<file path="config.mk">
export PLATFORM = sky130hd
export DESIGN_NAME = step_counter
export DESIGN_NICKNAME = d
export VERILOG_FILES = /design/src/rtl/counter_pkg.sv /design/src/rtl/step_counter_next.sv /design/src/rtl/step_counter.sv
export SDC_FILE = /design/constraint.sdc
export NUM_CORES = 1
export LEC_CHECK = 0
export CAP_MARGIN = 20
export CORE_ASPECT_RATIO = 0.5
export CORE_MARGIN = 2
export CORE_UTILIZATION = 56
export CTS_CLUSTER_SIZE = 30
export DETAILED_ROUTE_END_ITERATION = 12
export PLACE_DENSITY = 0.81
export SLEW_MARGIN = 20
export SYNTH_ARGS = -nofsm -noshare
export SYNTH_HDL_FRONTEND = slang
export SYNTH_SLANG_ARGS = --single-unit
</file>
<file path="constraint.sdc">
create_clock -name clk -period 5.5 [get_ports clk]
set_clock_uncertainty 0.1 [all_clocks]
set_input_delay 1.1 -clock clk [delete_from_list [all_inputs] [get_ports clk]]
set_output_delay 1.1 -clock clk [all_outputs]
set_load 0.02 [all_outputs]
</file>
<file path="src/rtl/counter_pkg.sv">
// Shared types and helpers for the step counter: mode/state encodings and
// the per-mode step and low-bound rules.
package counter_pkg;

    typedef enum logic [1:0] {
        MODE_ODD  = 2'b00,
        MODE_EVEN = 2'b01,
        MODE_UNIT = 2'b10,
        MODE_PROG = 2'b11
    } mode_t;

    typedef enum logic [1:0] {
        ST_IDLE = 2'd0,
        ST_RUN  = 2'd1,
        ST_DONE = 2'd2
    } state_t;

    // Callers cast the result down to their own WIDTH+1, so WIDTH must stay below 32.
    function automatic logic [31:0] eff_step(input mode_t m, input logic [31:0] s);
        logic [31:0] r;
        r = 32'd1;
        case (m)
            MODE_ODD:  r = 32'd2;
            MODE_EVEN: r = 32'd2;
            MODE_UNIT: r = 32'd1;
            MODE_PROG: r = (s == 32'd0) ? 32'd1 : s;
            default:   r = 32'd1;
        endcase
        return r;
    endfunction

    function automatic logic low_bound(input mode_t m);
        return (m == MODE_ODD);
    endfunction

endpackage

</file>
<file path="src/rtl/step_counter_next.sv">
// Combinational next-value generator: advances the count by the effective step
// and flags the terminal condition using one extra bit so nothing wraps silently.
module step_counter_next #(
    parameter int WIDTH = 8
) (
    input  logic [WIDTH-1:0] i_cur,
    input  logic [WIDTH:0]   i_step,
    input  logic [WIDTH-1:0] i_lo,
    input  logic [WIDTH-1:0] i_hi,
    input  logic             i_dir,
    output logic [WIDTH-1:0] o_next,
    output logic             o_term
);

    logic [WIDTH:0]   w_up;
    logic [WIDTH:0]   w_floor;
    logic [WIDTH-1:0] w_dn;
    logic             w_term_up;
    logic             w_term_dn;

    assign w_up      = {1'b0, i_cur} + i_step;
    assign w_floor   = i_step + {1'b0, i_lo};
    assign w_dn      = i_cur - i_step[WIDTH-1:0];
    assign w_term_up = (w_up > {1'b0, i_hi});
    assign w_term_dn = ({1'b0, i_cur} < w_floor);

    // An empty range (high bound below low bound) is terminal on every step.
    assign o_term = (i_hi < i_lo) || (i_dir ? w_term_dn : w_term_up);

    always_comb begin
        o_next = i_dir ? w_dn : w_up[WIDTH-1:0];
        if (o_term) begin
            o_next = i_dir ? i_hi : i_lo;
        end
    end

endmodule

</file>
<file path="src/rtl/step_counter.sv">
// Configurable up/down step counter with odd/even/unit/programmable sequences,
// wrap-or-saturate terminal behaviour and a one-cycle terminal pulse.
module step_counter
    import counter_pkg::*;
#(
    parameter int WIDTH    = 8,
    parameter int SATURATE = 0
) (
    input  logic             clk,
    input  logic             rst,
    input  logic             start,
    input  logic             en,
    input  logic             dir,
    input  logic [1:0]       mode,
    input  logic [WIDTH-1:0] step,
    input  logic [WIDTH-1:0] limit,
    output logic [WIDTH-1:0] out,
    output logic             busy,
    output logic             tc,
    output logic             done,
    output logic [1:0]       dbg_state
);

    localparam int SW = WIDTH + 1;

    state_t           r_state;
    state_t           w_state_nxt;
    mode_t            r_mode;
    logic             r_dir;
    logic [WIDTH-1:0] r_step;
    logic [WIDTH-1:0] r_limit;
    logic [WIDTH-1:0] r_out;
    logic             r_tc;

    mode_t            w_ld_mode;
    logic [WIDTH-1:0] w_lo;
    logic [WIDTH-1:0] w_hi;
    logic [WIDTH-1:0] w_ld_lo;
    logic [WIDTH-1:0] w_ld_hi;
    logic [WIDTH-1:0] w_ld_base;
    logic [WIDTH:0]   w_step_eff;
    logic [WIDTH-1:0] w_next;
    logic             w_term;
    logic [WIDTH-1:0] w_out_nxt;
    logic             w_tc_nxt;

    function automatic logic [WIDTH-1:0] hi_bound(input mode_t m, input logic [WIDTH-1:0] lim);
        logic [WIDTH-1:0] h;
        h = lim;
        if (m == MODE_ODD) begin
            h = {lim[WIDTH-1:1], 1'b1};
        end else if (m == MODE_EVEN) begin
            h = {lim[WIDTH-1:1], 1'b0};
        end
        return h;
    endfunction

    assign w_ld_mode = mode_t'(mode);

    // Bounds exist twice: from the latched configuration while running, and
    // from the live inputs so a start can load its base on the same edge.
    always_comb begin
        w_lo       = '0;
        w_lo[0]    = low_bound(r_mode);
        w_ld_lo    = '0;
        w_ld_lo[0] = low_bound(w_ld_mode);
        w_hi       = hi_bound(r_mode, r_limit);
        w_ld_hi    = hi_bound(w_ld_mode, limit);
        w_ld_base  = dir ? w_ld_hi : w_ld_lo;
    end

    assign w_step_eff = SW'(eff_step(r_mode, 32'(r_step)));

    step_counter_next #(
        .WIDTH (WIDTH)
    ) u_next (
        .i_cur  (r_out),
        .i_step (w_step_eff),
        .i_lo   (w_lo),
        .i_hi   (w_hi),
        .i_dir  (r_dir),
        .o_next (w_next),
        .o_term (w_term)
    );

    always_comb begin
        w_state_nxt = r_state;
        w_out_nxt   = r_out;
        w_tc_nxt    = 1'b0;
        if (start) begin
            w_state_nxt = ST_RUN;
            w_out_nxt   = w_ld_base;
        end else begin
            case (r_state)
                ST_IDLE: begin
                    w_state_nxt = ST_IDLE;
                end
                ST_RUN: begin
                    if (en) begin
                        if (w_term) begin
                            w_tc_nxt = 1'b1;
                            if (SATURATE != 0) begin
                                w_state_nxt = ST_DONE;
                            end else begin
                                w_out_nxt = w_next;
                            end
                        end else begin
                            w_out_nxt = w_next;
                        end
                    end
                end
                ST_DONE: begin
                    w_state_nxt = ST_DONE;
                end
                default: begin
                    w_state_nxt = ST_IDLE;
                end
            endcase
        end
    end

    always_ff @(posedge clk) begin
        if (rst) begin
            r_state <= ST_IDLE;
            r_out   <= '0;
            r_tc    <= 1'b0;
            r_mode  <= MODE_ODD;
            r_dir   <= 1'b0;
            r_step  <= '0;
            r_limit <= '0;
        end else begin
            r_state <= w_state_nxt;
            r_out   <= w_out_nxt;
            r_tc    <= w_tc_nxt;
            if (start) begin
                r_mode  <= w_ld_mode;
                r_dir   <= dir;
                r_step  <= step;
                r_limit <= limit;
            end
        end
    end

    assign out       = r_out;
    assign tc        = r_tc;
    assign busy      = (r_state == ST_RUN);
    assign done      = (r_state == ST_DONE);
    assign dbg_state = r_state;

endmodule

</file>
* Word-level counts from Yosys, hierarchy flattened
Index checks and enable logic that the tools add are counted.
** Storage, ports and cells
- Register bits after elaboration :: 30
- Input bits :: 23
- Output and inout port bits :: 13
** Operators by class
- Add/subtract/negate cells :: 3
- Order comparisons :: 3
- Equality and inequality tests :: 7
- Multiplexer cells :: 17
- Bitwise logic cells :: 2
- Reductions and logical operators :: 10
** Operators with widths (number)
- $mux 8 :: 8
- $pmux 9 s3 :: 1
- $add 8x9->9 :: 1
- $add 9x1->9 :: 1
- $gt 9x8->1 :: 1
- $lt 8x9->1 :: 1
- $logic_not 8->1 :: 1
- $lt 8x1->1 :: 1
- $sub 8x8->8 :: 1
- $mux 1 :: 7
- $eq 2x1->1 const B :: 3
- $eq 2x2->1 const B :: 3
- $logic_not 2->1 :: 2
- $pmux 2 s2 :: 1
- $reduce_bool 2->1 :: 2
- $reduce_or 2->1 :: 2
- $reduce_or 4->1 :: 1
- $ne 2x2->1 const B :: 1
- $not 1->1 :: 2
- $reduce_and 2->1 :: 1
- $logic_or 1x1->1 :: 1

* Depth between registers and ports, before layout
Gate-level depths: netlist of run 1.
- Depth in word-level cells :: 11
- Mapped depth :: 20
- Depth with buffers taken out :: 18

* By module
Synthesis of run 1 repeated with hierarchy kept, for this count alone.
** Second synthesis, totals
- Cell total of the unflattened synthesis :: 350
- Area total of the unflattened synthesis :: 2981.6 um^2
** By module, submodules not included
- step_counter_next :: instances 1, cells each 215, area an instance 1689.1 um^2, sequential area each 0.0 um^2
- step_counter :: instances 1, cells each 135, area an instance 1292.5 um^2, sequential area each 600.6 um^2

* Worst setup path before layout of run 1
Ideal clock, no wire load.
- Kind :: flip-flop to flip-flop
- Start point :: reg r_step[3]
- End point :: reg r_out[1] (netlist: out[1])
- Library setup time :: 88 ps
- Arrival :: 3737 ps
- Data required time :: 5312 ps
- Slack :: 1575 ps
- Stages on the path, launching flop included :: 21
- Buffers on the path :: 2
- Period minus slack after synthesis :: 3925 ps
- Path through :: dfxtp_1 -> clkbuf_1 -> or4_1 -> nor4_1 -> o31a_2 -> ha_1 -> inv_1 -> fa_1 -> o21bai_2 -> a211oi_2 -> nor2_1 -> nor2_1 -> xnor2_1 -> ha_1 -> or3_1 -> a21oi_1 -> a211o_1 -> and3_2 -> buf_6 -> nand4_4 -> a311oi_2
** Between the ends
- Word-level cells in the longest chain between the ends :: 11
- Elaborated cells on any way between the ends :: 15
- Those cells by class :: add/sub: 3; order compare: 2; mux: 8; reduce/logical: 2
** RTL lines
- from (decl) :: RTL line step_counter.sv:30 : logic [WIDTH-1:0] r_step;
- from (signal assigned) :: RTL line step_counter.sv:138 : r_step <= step;
- $logic_not 8->1 :: RTL line counter_pkg.sv:26 : MODE_PROG: r = (s == 32'd0) ? 32'd1 : s;
- $mux 8 * :: RTL line counter_pkg.sv:26
- $pmux 9 s3 * :: RTL line counter_pkg.sv:22 : case (m)
- $add 8x9->9 / $add 9x1->9 (equally long branches) :: RTL line step_counter_next.sv:21, step_counter_next.sv:22
- $gt 9x8->1 / $lt 8x9->1 (equally long branches) :: RTL line step_counter_next.sv:24, step_counter_next.sv:25
- $mux 1 :: RTL line step_counter_next.sv:28 : assign o_term = (i_hi < i_lo) || (i_dir ? w_term_dn : w_term_up);
- $logic_or 1x1->1 :: RTL line step_counter_next.sv:28
- $mux 8 * :: RTL line step_counter_next.sv:32 : if (o_term) begin
- $mux 8 * :: RTL line step_counter.sv:99 : if (en) begin
- $mux 8 * :: RTL line step_counter.sv:94 : case (r_state)
- $mux 8 * :: RTL line step_counter.sv:90 : if (start) begin
- to (signal assigned) :: RTL line step_counter.sv:133 : r_out <= w_out_nxt;
- to (decl) :: RTL line step_counter.sv:32 : logic [WIDTH-1:0] r_out;
Mark *: on every way between the ends. The rest lies on a longest branch, timed or not. The select of a mux whose other input is x is not followed.
A chain may end at the register's enable or synchronous reset.

* Worst setup path in the final report of run 1
Ends and elaborated chain as after synthesis.

==> results of run 1 <==
## power by group
group          switching [W]  total [W]  internal (W)
Sequential         0.0000254   0.000257      0.000232
Combinational       0.000131   0.000242      0.000111
Clock              0.0000806   0.000207      0.000126
## flip-flops by register name, indices dropped and copies added, names as in the netlist
name       count
r_mode         2
tc             1
r_step         8
out            8
r_dir          1
dbg_state      2
r_limit        8
## metal layers
| layer | part of all wire [%] | GRT usage, % | up-vias | routed length [µm] |
|---|---|---|---|---|
| li1 | - | - | 1219 | - |
| met1 | 49 | 42.1 | 1165 | 3550 |
| met2 | 42 | 38.9 | 113 | 3030 |
| met3 | 8.4 | 5.84 | 14 | 612 |
| met4 | 1.3 | 6.36 | 0 | 96 |
| met5 | 0 | 0 | - | 0 |
## how the worst max path moves through the flow
| stage | endpoint | depth (start not counted) | from | slack [ps] |
|---|---|---|---|---|
| 3_3_place_gp | out[1]$_SDFFE_PP0P_ | 18 | r_step[3]$_SDFFE_PP0P_ | 1380 |
| 4_1_cts | out[1]$_SDFFE_PP0P_ | 18 | r_step[3]$_SDFFE_PP0P_ | 1210 |
| 3_5_place_dp | out[1]$_SDFFE_PP0P_ | 18 | r_step[3]$_SDFFE_PP0P_ | 1250 |
| 5_1_grt | out[1]$_SDFFE_PP0P_ | 18 | r_step[3]$_SDFFE_PP0P_ | 900 |
| 6_report | out[1]$_SDFFE_PP0P_ | 18 | r_step[3]$_SDFFE_PP0P_ | 1170 |
| 2_1_floorplan | out[1]$_SDFFE_PP0P_ | 20 | r_step[3]$_SDFFE_PP0P_ | 1580 |
## area by class of cell
type	instances	area share, %
clock buffer	8	3.49
multi-input combinational	252	60.4
inverter	25	3.06
timing repair buffer	36	11.2
tap	70	2.78
sequential	30	19.0
## placed cells by master (no fill, tap or decap), types with 8 or more instances in the layout
cell type        count
nand4_1             10
nor2_1              37
mux2i_1             22
dfxtp_1             30
clkbuf_8             8
a21oi_1             16
ha_1                33
inv_1               23
nand2_1             16
clkdlybuf4s50_1     34
xnor2_1             13
o21ai_0              8
nand3_1             11
## critical path, cell delays in order (launching register included)
cell	delay, ps
dfxtp_1	380
or4_1	520
nor4_1	210
o31a_2	210
ha_1	210
inv_1	70
fa_1	430
o21bai_2	180
a211oi_2	120
nor2_1	100
nor2_1	60
xnor2_1	130
ha_1	210
or3_1	320
a21oi_1	130
a211o_1	140
and3_2	310
nand4_4	120
a311oi_2	290
## cells by family (layout without fill, tap and decap cells)
logic type	Yosys count	after routing
buffers and inverters	42	69
and+or+nand+nor	109	109
adders and majority gates	35	35
muxes	22	22
DFF	30	30
xor gates and xnor gates	17	17
AOI/OAI and AO/OA	69	69
## stage by stage
step	instance area, µm²	power, W	cells	worst slack [ps]
6_report	3150	0.000706	421	1170
5_1_grt	3150	0.000743	421	905
4_1_cts	3160	0.000702	421	1210
3_5_place_dp	3050	0.000498	413	1250
3_3_place_gp	3050	0.000492	413	1380
2_1_floorplan	2770	0.000435	324	1580
==> flow_summary.json, run 1 <==
{
  "synthesis.nets": 382,
  "overflow": 0,
  "yosys.area_share.simple_pct": 20.3,
  "crit_arrival_ps": 4420,
  "fin_crit_sh_pct": 78.7,
  "drv_slew": 0,
  "start_util_pct": 57.1,
  "ir_drop_v": 0.000198,
  "setup_violations": 0,
  "synthMuxAreaShare_pct": 7.96,
  "rr_endpoint": "out[1]$_SDFFE_PP0P_",
  "outcome": "complete, no violations",
  "p_per_area_nw_per_um2": 224,
  "chipWidth_um": 103,
  "place_congestion": 0.966,
  "first_iter_violations": 219,
  "synth_flop_cell": "dfxtp_1",
  "fillers": 429,
  "cts_inserted_buffers": 5,
  "num_antenna_cells": 0,
  "ys_warn_count": 0,
  "synth.distinct_cells": 62,
  "seq_area_um2": 601,
  "path_max_fanout": 9,
  "synthXorXnorAreaFrac_pct": 5.38,
  "numPortBuffers": 35,
  "vias": 2511,
  "startpoint_type": "flop",
  "synthCells": 324,
  "max-clock-path-buffers": 2,
  "grt_max_degree": 31,
  "max_slew.worst_pin.slew_ps": 657,
  "htree_levels": 2,
  "finalHoldViolCount": 0,
  "reg2reg_from": "r_step[3]$_SDFFE_PP0P_",
  "crit_path_end_kind": "flop",
  "grt_pass1_vias": 2228,
  "holdWs_ps": 403,
  "boundaryPins": 36,
  "synth_seq_area_share_pct": 21.7,
  "clock_latency_ps": 270,
  "critical_path_class": "flop to flop",
  "grt_pass1_wl_um": 11500,
  "power_leakage_nw": 1.40,
  "hpwl_um": 5750,
  "synth.top_cells.by_area": "dfxtp_1, ha_1, mux2i_1",
  "max_freq_ghz": 0.231,
  "synth.most_common_cell": "nor2_1",
  "nNetsFinal": 408,
  "avgRoutedWirePerCell_um": 17.3,
  "ff2ff_setup_slack_ps": 1170,
  "multi_input_area_um2": 1910,
  "synth_edf_count": 0,
  "cts_resized": 0,
  "synth_adder_area_share_pct": 16.4,
  "synth_top_area_share_pct": 21.7,
  "rows": 18,
  "min_from": "r_limit[7]$_SDFFE_PP0P_",
  "hold_buffers": 0,
  "drc_errors": 0,
  "hold_path.class": "flop to flop",
  "synthArstFlopShare_pct": 0,
  "synthTopCellsByCount": "nor2_1, ha_1, dfxtp_1, inv_1, mux2i_1",
  "die-area_um2": 5550,
  "drive_gt1_share_pct": 6.84,
  "syn_area_um2": 2770,
  "track_usage_pct": 27.6,
  "grt_setup_unrepaired": "no",
  "syn2layout_area_growth_pct": 14.0,
  "final_antenna_net_count": 0,
  "slew_headroom_pct": 56.0,
  "fin_util_pct": 65.1,
  "post_cts_buffers": 0,
  "die_y_um": 53.7,
  "hold-path-endpoint": "r_limit[7]$_SDFFE_PP0P_",
  "max-cap-violations": 0,
  "synth_compound_area_share_pct": 18.9,
  "core_um2": 4840,
  "wirelength_um": 7280,
  "finalSetupTns_ps": 0,
  "period_minus_slack_ps": 4330,
  "first_pass_iters": 5,
  "path_clk_slew_ps": 70,
  "cts.sinks": 30,
  "antenna_found_initial": 0,
  "cts_tree": "yes",
  "avgSynthCellArea_um2": 8.53,
  "ys_ff_latch": 30,
  "reg2reg_depth": 18,
  "synth_top_family_by_area": "simple AND/OR/NAND/NOR gates",
  "required_ps": 5590,
  "cts_root_buffer": "clkbuf_8",
  "routed_via_density": 5.96,
  "hold_depth": 2,
  "yosysTopAreaCell": "dfxtp_1"
}
No activity file was read; power rests on OpenSTA's default activity.
==> inputs of run 2 (changes only) <==
CORE_UTILIZATION = 51   (was 56)
PLACE_DENSITY = 0.78   (was 0.81)
clock period = 3.7 ns   (was 5.5 ns; I/O delays follow)
==> run 2 against run 1 <==
  * The run now ends with negative setup slack left
  * Wire length increased by 5.2%
  * Register-to-register slack got worse by 1400 ps
  * Sequential share of layout area decreased by 1.5 points
  * Maximum frequency increased by 11%
  * Core utilization increased by 2.3 points
  * Via count increased by 5.3%
  * First-iteration DRC count increased by 26%
  * Clock-buffer cell count decreased by 2
  * Final cell count increased by 6.7%
  * Global-route usage decreased by 2.2 points
  * Clock power increased by 36%
  * Critical endpoint is now out[4]$_SDFFE_PP0P_
==> flow_summary.json, run 2 (synthesized netlist as in run 1, its figures left out) <==
{
  "outcome": "finished with violations",
  "violations": "negative setup slack",
  "die-area_um2": 6060,
  "worst_slack_ps": -209,
  "fillers": 404,
  "required_ps": 3800,
  "drv_slew": 0,
  "routed_via_density": 5.89,
  "num_antenna_cells": 0,
  "slew_headroom_pct": 58.2,
  "path_max_fanout": 5,
  "grt_setup_unrepaired": "yes",
  "fin_crit_sh_pct": 106,
  "cpMaxStageDelayCell": "or4_4",
  "crit_start": "r_step[2]$_SDFFE_PP0P_",
  "hold_buffers": 0,
  "htree_levels": 2,
  "wirelength_um": 7660,
  "p_sw_share_pct": 35.4,
  "rows": 18,
  "period_minus_slack_ps": 3910,
  "reg2reg_from": "r_step[2]$_SDFFE_PP0P_",
  "overflow": 0,
  "cts.sinks": 30,
  "startpoint_type": "flop",
  "max_stage_delay_ps": 520,
  "final_antenna_net_count": 0,
  "path_clk_slew_ps": 70,
  "antenna_found_initial": 0,
  "cts_tree": "yes",
  "max_freq_ghz": 0.256,
  "finalHoldViolCount": 0,
  "core_um2": 5070,
  "fin_cells": 449,
  "place_congestion": 0.999,
  "vias": 2643,
  "min_from": "r_limit[7]$_SDFFE_PP0P_",
  "cts_inserted_buffers": 5,
  "crit_top_cell": "nor2_1",
  "grt_max_degree": 30,
  "max_slew.worst_pin.slew_ps": 626,
  "place_inst": 437,
  "drc_errors": 0,
  "power_leakage_nw": 1.52,
  "final_common_cell": "nor2_1",
  "final_cell_mix": "nor2_1, clkdlybuf4s50_1, ha_1, dfxtp_1, buf_4",
  "start_util_pct": 54.6,
  "crit_arrival_ps": 4010,
  "seqPwrFrac_pct": 33.9,
  "netSwitchingPower_w": 0.000385,
  "p_int_w": 0.000701,
  "syn2layout_area_growth_pct": 23.5,
  "cts_root_buffer": "clkbuf_8",
  "crit_path_end_kind": "flop",
  "fin_util_pct": 67.4,
  "hpwl_um": 6000,
  "crit_family": "compound AO/OA/AOI/OAI gates",
  "nNetsFinal": 436,
  "max-cap-violations": 0,
  "critical_path_class": "flop to flop",
  "avgRoutedWirePerCell_um": 17.1,
  "numPortBuffers": 35,
  "crit_chain": "or4_4, nor4_2, o31a_2, ha_4, inv_2, fa_2, o21bai_4, a211oi_2, nor2_1, nor2_1, xnor2_1, ha_2, o21a_1, a21oi_1, a211o_1, and3_4, nand4_1, a311oi_1",
  "grt_pass1_vias": 2403,
  "chipWidth_um": 108,
  "first_iter_violations": 276,
  "first_pass_iters": 5,
  "finalSetupTns_ps": -1470,
  "track_usage_pct": 25.3,
  "grt_pass1_wl_um": 11900,
  "setup_violations": 8,
  "clockPowerShare_pct": 25.9,
  "boundaryPins": 36,
  "clock_latency_ps": 290,
  "critPathBufInv": 1,
  "max-clock-path-buffers": 2,
  "drive_gt1_share_pct": 15.6,
  "die_y_um": 56.1,
  "hold_path.class": "flop to flop",
  "p_per_area_nw_per_um2": 318,
  "comb_power_share_pct": 40.3,
  "ir_drop_v": 0.000278
}
==> run 2: cell count changes in the layout (fill, tap and decap cells not counted), sizes merged <==
cell and change:
clkdlybuf4s50 +1, buf +26, clkinvlp +1, clkbuf -2, and3 +1, clkinv +1
==> run 2: power by group through the flow <==
stage / clock, W / sequential, W / combinational [W]
final: 0.000281 / 0.000368 / 0.000437
after global routing: 0.000296 / 0.000370 / 0.000472
after CTS: 0.000281 / 0.000367 / 0.000410
after detailed placement: 0 / 0.000374 / 0.000400
after global placement: 0 / 0.000373 / 0.000391
after floorplan: 0 / 0.000383 / 0.000270
==> run 2: metrics by stage <==
stage	hold slack (ps)	power [W]	setup slack (ps)	cell area (µm²)
after floorplan	360	0.000654	-102	2800
after global placement	380	0.000764	-81.1	3260
after detailed placement	393	0.000775	-165	3260
after CTS	409	0.00106	-209	3370
after global routing	461	0.00114	-424	3420
final	408	0.00109	-209	3420
==> run 2: layout make-up <==
class	instances	area (µm²)	share of cell area, %
multi-input cells	253	1980	57.8
clock inverters	2	12.5	0.366
clock buffers	6	82.6	2.42
inverters	25	96.3	2.82
flip-flops and latches	30	601	17.6
well taps	70	87.6	2.56
repair buffers	63	561	16.4
==> run 2: path summary, 6_finish.rpt <==
path                                           endpoint  slack, ps  cells after the start
worst max-delay path                out[4]$_SDFFE_PP0P_       -210                     18
worst min-delay path            r_limit[7]$_SDFFE_PP0P_        410                      2
worst max register to register      out[4]$_SDFFE_PP0P_       -210                     18
worst min register to register  r_limit[7]$_SDFFE_PP0P_        410                      2
==> run 2: repair_timing <==
item | CTS | global route
cloned | 1 | 0
pin swaps | 1 | 8
gates resized for setup | 2 | 5
buffers inserted | 1 | 2
endpoints found under the setup margin | 9 | 9
==> run 2: worst min-delay path: cells and delay by family (launching register included) <==
family | cells | cell delay (ps)
muxes | 1 | 70
and+or+nand+nor | 1 | 80
DFF | 1 | 330
==> run 2: routing by layer <==
metal	part of all wire [%]	vias to the layer above	global-route usage (%)
li1	-	1269	-
met1	46	1214	36.7
met2	40	136	35.7
met3	12	24	7.61
met4	1.8	0	7.51
met5	0	-	0
